===== src/rtl/disp_mem_arb.sv =====
// Display memory arbiter: video fetches get every cycle they ask for with a fixed
// two-cycle read latency; host reads/writes are slotted into idle memory cycles.
module disp_mem_arb #(
  parameter int ADDR_W = 16,
  parameter int DATA_W = 16
) (
  input  logic              clk,
  input  logic              reset,
  input  logic              vid_sel_i,
  input  logic [ADDR_W-1:0] vid_addr_i,
  output logic [DATA_W-1:0] vid_data_o,
  input  logic              host_req_i,
  input  logic              host_we_i,
  input  logic [ADDR_W-1:0] host_addr_i,
  input  logic [DATA_W-1:0] host_wdata_i,
  output logic [DATA_W-1:0] host_rdata_o,
  output logic              host_ack_o,
  output logic              mem_sel_o,
  output logic              mem_wr_o,
  output logic [ADDR_W-1:0] mem_addr_o,
  output logic [DATA_W-1:0] mem_wdata_o,
  input  logic [DATA_W-1:0] mem_rdata_i,
  // Host FSM state for checkers: 0 IDLE, 1 ISSUE, 2 RDATA, 3 ACK
  output logic [1:0]        host_state_o
);

  // Host handshake: host_req_i is a level held (with we/addr/wdata stable) until
  // the single-cycle host_ack_o; requests seen during the ack cycle are ignored.
  typedef enum logic [1:0] {
    ST_IDLE  = 2'd0,
    ST_ISSUE = 2'd1,
    ST_RDATA = 2'd2,
    ST_ACK   = 2'd3
  } state_t;

  state_t              state_q, state_d;
  logic                we_q, we_d;
  logic                sel_q, sel_d;
  logic                wr_q, wr_d;
  logic [ADDR_W-1:0]   addr_q, addr_d;
  logic [DATA_W-1:0]   wdata_q, wdata_d;
  logic [DATA_W-1:0]   rdata_q, rdata_d;

  always_ff @(posedge clk) begin
    if (reset) begin
      state_q <= ST_IDLE;
      we_q    <= 1'b0;
      sel_q   <= 1'b0;
      wr_q    <= 1'b0;
      addr_q  <= '0;
      wdata_q <= '0;
      rdata_q <= '0;
    end else begin
      state_q <= state_d;
      we_q    <= we_d;
      sel_q   <= sel_d;
      wr_q    <= wr_d;
      addr_q  <= addr_d;
      wdata_q <= wdata_d;
      rdata_q <= rdata_d;
    end
  end

  always_comb begin
    state_d = state_q;
    we_d    = we_q;
    sel_d   = 1'b0;
    wr_d    = 1'b0;
    addr_d  = addr_q;
    wdata_d = wdata_q;
    rdata_d = rdata_q;

    case (state_q)
      ST_IDLE: begin
        if (host_req_i && !vid_sel_i) begin
          we_d    = host_we_i;
          sel_d   = 1'b1;
          wr_d    = host_we_i;
          addr_d  = host_addr_i;
          wdata_d = host_wdata_i;
          state_d = ST_ISSUE;
        end
      end
      ST_ISSUE: state_d = we_q ? ST_ACK : ST_RDATA;
      ST_RDATA: begin
        rdata_d = mem_rdata_i;
        state_d = ST_ACK;
      end
      ST_ACK:   state_d = ST_IDLE;
      default:  state_d = ST_IDLE;
    endcase

    // Video overrides last; host issue above is already gated by !vid_sel_i,
    // so this only ever takes otherwise-idle cycles.
    if (vid_sel_i) begin
      sel_d  = 1'b1;
      wr_d   = 1'b0;
      addr_d = vid_addr_i;
    end
  end

  assign vid_data_o   = mem_rdata_i;
  assign host_rdata_o = rdata_q;
  assign host_ack_o   = (state_q == ST_ACK);
  assign mem_sel_o    = sel_q;
  assign mem_wr_o     = wr_q;
  assign mem_addr_o   = addr_q;
  assign mem_wdata_o  = wdata_q;
  assign host_state_o = state_q;

endmodule


===== config.mk =====
export PLATFORM = sky130hd
export DESIGN_NAME = disp_mem_arb
export DESIGN_NICKNAME = d
export VERILOG_FILES = /design/src/rtl/disp_mem_arb.sv
export SDC_FILE = /design/constraint.sdc
export NUM_CORES = 1
export LEC_CHECK = 0
export BUFFER_PORTS_ARGS = -buffer_cell sky130_fd_sc_hd__buf_2
export CAP_MARGIN = 20
export CORE_MARGIN = 2
export CORE_UTILIZATION = 42
export DETAILED_ROUTE_END_ITERATION = 10
export PLACE_DENSITY = 0.9
export SYNTH_ARGS = -nofsm -noshare
export SYNTH_HDL_FRONTEND = slang
export SYNTH_SLANG_ARGS = --single-unit

===== constraint.sdc =====
create_clock -name clk -period 1.77 [get_ports clk]
set_input_delay 0.354 -clock clk [delete_from_list [all_inputs] [get_ports clk]]
set_output_delay 0.354 -clock clk [all_outputs]
set_load 0.02 [all_outputs]

Word level (Yosys, flattened, before mapping)
Index checks and enable logic that the tools add are counted.

Flip-flop bits (word level): 53. Output and inout port bits: 69.

Equal/unequal tests: 4. Muxes and demuxes: 9. Bitwise operators: 2. Reductions and logical operators: 8.

Operator list (count): 16-bit two-way mux (3); 2-bit case mux with 4 select lines (1); 2-bit equality test (second input constant) (2); 1-bit two-way mux (4); 2-bit AND reduction (2); 2-bit nonzero test (2); 4-bit OR reduction (1); 2-bit by 1-bit equality test with 1-bit output (second input constant) (1); 2-bit logical NOT (1); 2-bit two-way mux (1); 2-bit != test (second input constant) (1); 1-bit inverter (2); 1-bit logical AND (1); 1-bit logical NOT (1).

Longest topological paths before layout
Word-level depth: 5. Gate-level depth with buffers: 7.

Worst setup path after synthesis
No wires, ideal clock.

Path kind: register -> register. Start: reg state_q[0] (netlist: host_state_o[0]). End: reg wdata_q[10] (netlist: mem_wdata_o[10]). Library setup time: 71 ps. Arrival: 1490 ps. Setup slack: 209 ps. Stages on the path, launching flop included: 8. Path through: dfxtp_1 -> inv_1 -> ha_1 -> buf_4 -> nand3b_4 -> buf_2 -> nand2_1 -> a21oi_1.

Longest elaborated chain between the ends: 2.

RTL lines: from (decl) (RTL line 36) `state_t state_q, state_d;`; from (signal assigned) (RTL line 54) `state_q <= state_d;`; 2-bit logical NOT (RTL line 73) `case (state_q)`; 2-bit AND reduction (no line); to (signal assigned) (RTL line 59) `wdata_q <= wdata_d;`; to (decl) (RTL line 41) `logic [DATA_W-1:0] wdata_q, wdata_d;`.

No other way between the ends. A chain may end at the register's enable or synchronous reset.

Worst setup path in the final report
Start: reg state_q[0] (netlist: host_state_o[0]). End: reg addr_q[15] (netlist: mem_addr_o[15]).

Longest elaborated chain between the ends: 3.

RTL lines: 2-bit logical NOT (RTL line 73); 2-bit nonzero test (no line); 2-bit AND reduction (no line); to (signal assigned) (RTL line 58) `addr_q <= addr_d;`; to (decl) (RTL line 40) `logic [ADDR_W-1:0] addr_q, addr_d;`.

No other way between the ends.

==> impl_metrics.toml <==
[status]
outcome = "finished clean"

[floorplanning]
die_x_um = 76.6
core_um2 = 5110
die_area_um2 = 5860
io_pins = 138
chipHeight_um = 76.6
std_cell_rows = 26
start_util = 0.433

[setup_path]
arrival_ns = 1.77
crit_family = "buffers and inverters"
path_cells = "inv_1 > ha_1 > buf_4 > nand3_1 > a311oi_1"
cp_max_fo = 13
cp_data_required_time_ns = 1.98
max_stage_delay_ns = 0.39
critPathCaptureType = "flop"
path_class = "flop to flop"
start_kind = "flop"
worst-path-buf-inv = 2
cpMaxStageDelayCell = "ha_1"

[synth]
ys_seq_elements = 53
postSynthAreaPerCell_um2 = 8.71
synth_top_area_share = 0.480
netlist_top_cells_area = "dfxtp_1 48%, nand2_1 8.5%, mux2i_1 7.7%, buf_4 7.5%, a311oi_1 6.3%"
synth_cells = 254
postSynthNetCount = 327
synth_top_area_cell = "dfxtp_1"
syn_area_um2 = 2210
synth_cell_types = 20
yosysWarnings = 0
ys_seq_area_frac = 0.480

[cells_and_area]
final_cells = 443
final_cell_mix = "137 x buf_2, 53 x dfxtp_1, 50 x nand2_1, 32 x nor2_1, 19 x a21oi_1"
final_common_cell = "buf_2"
syn_to_final_growth_pct = 32.4
drive_gt1_frac = 0.418
diodes = 0
layout.nets = 445

[detailed_routing]
vias_per_cell = 4.84
wl_um = 5260
drc = 0
antenna_left = 0
drt-initial-drc-count = 57
routedWlPerCell_um = 11.9
dr.pass1.iters = 4
vias = 2146

[global_routing]
grt_overflow = 0
antenna_found_initial = 0
grt_max_degree = 33
grt_pass1_wl_um = 8740
grt_use_total = 0.179
grt_pass1_vias = 1988

[sta]
slew_headroom = 0.685
worst_pin_slew_ns = 0.472
finalCritPeriodShare = 0.880
skew_ns = 0.0131
rsz0062_at_grt = "false"
setup_viol = 0
drv_slew = 0
fmax_ghz = 0.642
hold_viol = 0
tns_ns = 0
period_needed_ns = 1.56

[power_and_ir_drop]
vdd_drop_max_v = 0.000551
p_comb_frac = 0.378
cellLeakagePower_nw = 1.42
swShare = 0.368
intPower_mw = 2.18
p_clk_frac = 0.202
p_switching_mw = 1.27
p_seq_frac = 0.420
p_per_area_nw_per_um2 = 1180

[place]
gp_congestion = 0.749
dpl.cell_count = 435
io_buffer_count = 137
dp_hpwl_um = 4010

[cts]
cts_made_buffers = 5
ctsHtreeMaxLevel = 2
clkTransAtPathRegs_ns = 0.10
cts_setup_buffers = 0
cts-resized-gates = 0
clock_latency_ns = 0.30
cts_hold_buf = 0
cts_sinks = 53
cts_root_buffer = "clkbuf_8"
cts_tree = "built"
cts.path.max_buffers = 2

[flow_run]
drv_cap = 0

[min_path]
hp-class = "input pin to flop"
-- routing by layer --
layer	GRT usage	vias to the layer above	part of all wire
met1	0.204	951	0.41
met2	0.320	114	0.49
met3	0.0462	5	0.094
li1	-	1076	-
met5	0	-	0
met4	0.0655	0	0.011
-- path summary, 6_finish.rpt --
| kind | from | to | cells past startpoint | slack [ns] |
|---|---|---|---|---|
| worst max-delay path | host_state_o[0] | mem_addr_o[15] | 5 | 0.21 |
| worst min-delay path | host_wdata_i[2] | mem_wdata_o[2] | 3 | 0.28 |
| worst max register to register | host_state_o[0] | mem_addr_o[15] | 5 | 0.21 |
| worst min register to register | mem_wdata_o[0] | mem_wdata_o[0] | 2 | 0.46 |
-- power by group through the flow --
| stage | combinational [mW] | clock (mW) | sequential (mW) |
|---|---|---|---|
| after floorplan | 0.709 | 0 | 1.71 |
| after global placement | 1.28 | 0 | 1.47 |
| after detailed placement | 1.31 | 0 | 1.47 |
| after CTS | 1.32 | 0.725 | 1.45 |
| after global routing | 1.43 | 0.768 | 1.48 |
| final | 1.30 | 0.697 | 1.45 |
-- tightest hold or removal path: stages --
cell,delay [ns]
buf_2,0.09
nand2_1,0.04
a21oi_1,0.05
-- cell usage after synthesis --
cell type   n
clkinv_1    1
buf_4      22
a21boi_0    1
nor3b_1     1
buf_2       5
mux2i_1    17
inv_1       2
nand2b_1    2
nand2_2     1
nand2_1    50
and3b_1     1
a221oi_1    1
a21oi_1    19
nand3b_4    1
ha_1        4
nand3_1    17
dfxtp_1    53
nor2_1     32
clkbuf_1    8
a311oi_1   16
-- final cells by class --
cell class                 instances  area [um2]
fill                             466        2180
sequential                        53        1060
multi-input combinational        163         920
timing repair buffer             146         753
tap                               70        87.6
clock buffer                       6        82.6
clock inverter                     2        13.8
inverter                           3        11.3
-- sequential cells by signal, indices dropped and copies added (netlist names) --
| register | flops |
|---|---|
| host_rdata_o | 16 |
| host_state_o | 2 |
| mem_addr_o | 16 |
| mem_sel_o | 1 |
| mem_wdata_o | 16 |
| mem_wr_o | 1 |
| we_q | 1 |
-- cell families (layout without fill, tap and decap cells) --
| kind of cell | Yosys count | after routing | share of synthesized area |
|---|---|---|---|
| flops | 53 | 53 | 0.480 |
| buf+inv | 38 | 157 | 0.105 |
| simple gates | 105 | 105 | 0.202 |
| fa+ha+maj | 4 | 4 | 0.0226 |
| compound gates | 37 | 37 | 0.114 |
| mux | 17 | 17 | 0.0769 |
-- through the flow --
step | cell area (um2) | hold WS, ns | util | total power [mW] | setup WS, ns
after floorplan | 2210 | 0.437 | - | 2.42 | 0.209
after global routing | 2930 | 0.277 | 0.573 | 3.67 | 0.0698
after global placement | 2830 | 0.439 | 0.555 | 2.75 | 0.306
after CTS | 2930 | 0.272 | 0.573 | 3.49 | 0.203
after detailed placement | 2830 | 0.444 | 0.555 | 2.79 | 0.212
final | 2930 | 0.283 | 0.573 | 3.45 | 0.213
(Power assumes the default switching activity.)
